===== src/rtl/pipe_conv_encoder.sv =====
// Rate-1/2 K=3 (7,5) convolutional encoder, one byte per cycle.
// Frames of FRAME_BYTES data words are closed by a zero-flush tail word.
module pipe_conv_encoder #(
  parameter int FRAME_BYTES = 7
) (
  input  logic        clk,
  input  logic        rst,
  input  logic        in_valid,
  output logic        in_ready,
  input  logic [7:0]  data_in,
  output logic        out_valid,
  input  logic        out_ready,
  output logic [15:0] data_out,
  output logic [2:0]  data_id,
  output logic        out_last
);

  typedef enum logic {DATA, TAIL} state_t;

  localparam logic [2:0] LAST    = 3'(FRAME_BYTES - 1);
  localparam logic [2:0] ID_TAIL = 3'(FRAME_BYTES);

  state_t      state;
  logic [1:0]  enc_st;
  logic [2:0]  cnt;
  logic        slot_free;
  logic        accept;
  logic        load_tail;
  logic [7:0]  src;
  logic [7:0]  sr;
  logic        s1;
  logic        s0;
  logic [15:0] word;
  logic [1:0]  st_next;

  assign slot_free = !out_valid || out_ready;
  assign in_ready  = rst && (state == DATA) && slot_free;
  assign accept    = in_valid && in_ready;
  assign load_tail = (state == TAIL) && slot_free;

  // The tail word is the same encoder fed with eight zero bits.
  always_comb begin
    src  = (state == TAIL) ? 8'h00 : data_in;
    sr   = src;
    s1   = enc_st[1];
    s0   = enc_st[0];
    word = '0;
    for (int i = 0; i < 8; i++) begin
      word = {word[13:0], sr[7] ^ s1 ^ s0, sr[7] ^ s0};
      s0   = s1;
      s1   = sr[7];
      sr   = {sr[6:0], 1'b0};
    end
    st_next = {s1, s0};
  end

  always_ff @(posedge clk or negedge rst) begin
    if (!rst) begin
      state     <= DATA;
      enc_st    <= '0;
      cnt       <= '0;
      out_valid <= 1'b0;
      data_out  <= '0;
      data_id   <= '0;
      out_last  <= 1'b0;
    end else if (accept) begin
      data_out  <= word;
      data_id   <= cnt;
      out_last  <= 1'b0;
      out_valid <= 1'b1;
      enc_st    <= st_next;
      cnt       <= cnt + 3'd1;
      if (cnt == LAST)
        state <= TAIL;
    end else if (load_tail) begin
      data_out  <= word;
      data_id   <= ID_TAIL;
      out_last  <= 1'b1;
      out_valid <= 1'b1;
      enc_st    <= '0;
      cnt       <= '0;
      state     <= DATA;
    end else if (out_ready) begin
      out_valid <= 1'b0;
    end
  end

endmodule


===== config.mk =====
export PLATFORM = sky130hd
export DESIGN_NAME = pipe_conv_encoder
export DESIGN_NICKNAME = d
export VERILOG_FILES = /design/src/rtl/pipe_conv_encoder.sv
export SDC_FILE = /design/constraint.sdc
export NUM_CORES = 1
export LEC_CHECK = 0
export CAP_MARGIN = 20
export CORE_AREA = 2 2 76 64
export DETAILED_ROUTE_END_ITERATION = 10
export DIE_AREA = 0 0 78 66
export PLACE_DENSITY = 0.52
export SETUP_SLACK_MARGIN = 0.2
export SYNTH_ARGS = -nofsm -noshare
export SYNTH_HDL_FRONTEND = slang
export SYNTH_SLANG_ARGS = --single-unit

===== constraint.sdc =====
create_clock -name clk -period 3.3 [get_ports clk]
set_input_delay 0.66 -clock clk [delete_from_list [all_inputs] [get_ports clk]]
set_output_delay 0.66 -clock clk [all_outputs]
set_load 0.02 [all_outputs]

==> flow_metrics.env <==
export IMPL_status="completed"
export IMPL_maxCapViolations=0
export IMPL_vias_per_cell=4.64
export IMPL_worst_slew_pin_slew_ps=704
export IMPL_worstPathArrival_ps=2000
export IMPL_power_density_nw_per_um2=727
export IMPL_peakVddDrop_mv=0.307
export IMPL_hold_viol_final=0
export IMPL_drc=0
export IMPL_place_inst=199
export IMPL_fmax_mhz=376
export IMPL_grt_overflow=0
export IMPL_drtIter0Drc=46
export IMPL_antenna_found_initial=0
export IMPL_crit_fanout=2
export IMPL_ant_nets=0
export IMPL_switchingPower_uw=441
export IMPL_r2r_cells=3
export IMPL_die_area_um2=5150
export IMPL_syn_area_um2=1280
export IMPL_dp_hpwl_um=2050
export IMPL_synth_common_cells="dfrtp_1, xnor2_1, o21ai_0"
export IMPL_row_count=22
export IMPL_yosys_top_cells_area="dfrtp_1, xnor2_1, o21ai_0, a22o_1, o31ai_1"
export IMPL_async_flop_share=1.00
export IMPL_dieHeight_um=66
export IMPL_synth_cell_types=30
export IMPL_coreArea_um2=4400
export IMPL_max_slew_margin_rel=0.528
export IMPL_clockPowerShare=0.150
export IMPL_min_period_over_period=0.807
export IMPL_setup_viol=0
export IMPL_grt_pass1_wl_um=4900
export IMPL_yosys_warnings=0
export IMPL_yosys_register_bits=27
export IMPL_grt_util_all_layers=0.123
export IMPL_avgRoutedWirePerCell_um=14.6
export IMPL_hold_class="register to register"
export IMPL_switching_share=0.352
export IMPL_final_util=0.392
export IMPL_clkTransAtPathRegs_ps=90
export IMPL_synth_most_common_cell="dfrtp_1"
export IMPL_first_pass_iters=4
export IMPL_post_cts_setup_buffers=0
export IMPL_end_kind="output pin"
export IMPL_synth_cells=108
export IMPL_tns_ps=0
export IMPL_ctsLongestPathBuffers=2
export IMPL_clockRootBuffer="clkbuf_8"
export IMPL_fin_crit_ps=2660
export IMPL_wl_um=2970
export IMPL_yosysTopAreaCellShare=0.528
export IMPL_p_leak_uw=0.000714
export IMPL_layout_drive_gt1_share=0.0839
export IMPL_ys_seq_area_frac=0.528
export IMPL_grt_start_max_net_pins=30
export IMPL_die_w_um=78
export IMPL_fin_nets=158
export IMPL_drv_slew=0
export IMPL_synth_edff_count=0
export IMPL_rsz0062_at_grt="false"
export IMPL_syn_nets=122
export IMPL_stdcell_count=203
export IMPL_skew_ps=2.02
export IMPL_hold_depth=1
export IMPL_initial_core_util=0.290
export IMPL_p_int_uw=813
export IMPL_seqPwrFrac=0.415
export IMPL_ctsHoldBuffers=0
export IMPL_pin_count=34
export IMPL_cts_resized=0
export IMPL_clk_latency_ps=270
export IMPL_synthFlopType="dfrtp_1"
export IMPL_cp_required_ps=2640
export IMPL_cts_tree="yes"
export IMPL_htree_levels=1
export IMPL_io_buffers=33
export IMPL_via_count=941
export IMPL_place_gp_congestion=0.679
export IMPL_antenna_cells=0
export IMPL_syn_area_per_cell_um2=11.8
export IMPL_area_growth_pct=34.9
export IMPL_yosysTopAreaCell="dfrtp_1"
export IMPL_clkSinkCount=27
export IMPL_numCtsBuffers=3
export IMPL_start_kind="input pin"
export IMPL_pwr_share_comb=0.435
export IMPL_grt_pass1_vias=959
export IMPL_critPathKind="input pin to output pin"
-- power groups by stage --
stage | Clock [µW] | Combinational [µW] | Sequential, µW
floorplan | 0 | 196 | 627
global placement | 0 | 548 | 526
detailed placement | 0 | 548 | 531
CTS | 199 | 554 | 523
global route | 210 | 589 | 538
finish | 189 | 546 | 520
-- layer usage --
| layer | global-route usage | vias to the layer above | share of wire |
|---|---|---|---|
| li1 | - | 458 | - |
| met1 | 0.176 | 467 | 0.52 |
| met2 | 0.189 | 14 | 0.45 |
| met3 | 0.0191 | 2 | 0.027 |
| met4 | 0.0461 | 0 | 0.0091 |
| met5 | 0 | - | 0 |
-- worst paths after layout --
kind | startpoint | slack (ps) | endpoint
setup / recovery | out_ready | 640 | in_ready
hold / removal | data_out[11] | 510 | data_out[11]
setup reg to reg | state | 1650 | data_id[0]
hold reg to reg | data_out[11] | 510 | data_out[11]
max in group asynchronous | rst | 2220 | data_out[14]
min in group asynchronous | rst | 800 | out_valid
-- cell usage in the layout, fill, tap and decap left out, types with 3 or more instances in the layout --
| cell | instances |
|---|---|
| o2bb2ai_1 | 3 |
| xnor2_1 | 15 |
| nor2b_1 | 3 |
| clkbuf_8 | 3 |
| buf_4 | 4 |
| clkdlybuf4s50_1 | 33 |
| a22o_1 | 6 |
| o31ai_1 | 6 |
| o21ai_0 | 14 |
| dfrtp_1 | 27 |
-- critical path, stage by stage --
cell and delay [ps]:
clkdlybuf4s50_1 470, nand2b_1 120, and3_1 150, clkdlybuf4s50_1 590
-- stage by stage --
| step | area (µm²) | hold slack (ps) | power [µW] | setup WS, ps |
|---|---|---|---|---|
| after floorplan | 1280 | 364 | 822 | 1450 |
| after global placement | 1680 | 483 | 1070 | 638 |
| after detailed placement | 1680 | 479 | 1080 | 638 |
| after CTS | 1730 | 516 | 1280 | 628 |
| after global routing | 1730 | 525 | 1340 | 574 |
| final | 1730 | 506 | 1250 | 639 |
-- flip-flops by register name, summed over array words and instances (netlist names) --
signal / count
cnt: 3
data_id: 3
data_out: 16
state: 1
out_last: 1
enc_st: 2
out_valid: 1
-- final cells by class --
class	count	area, µm²
well taps	60	75.1
flip-flops and latches	27	676
repair buffers	37	360
inverters	2	7.51
clock inverters	1	5.00
fillers	437	2680
multi-input cells	73	561
clock buffers	3	41.3
-- logic make-up after synthesis --
logic type / synth area share
mux: 0.0157
xor+xnor: 0.127
simple gates: 0.0656
flops: 0.528
buf+inv: 0.0333
fa+ha+maj: 0.0196
compound gates: 0.210
(Power assumes the default switching activity.)
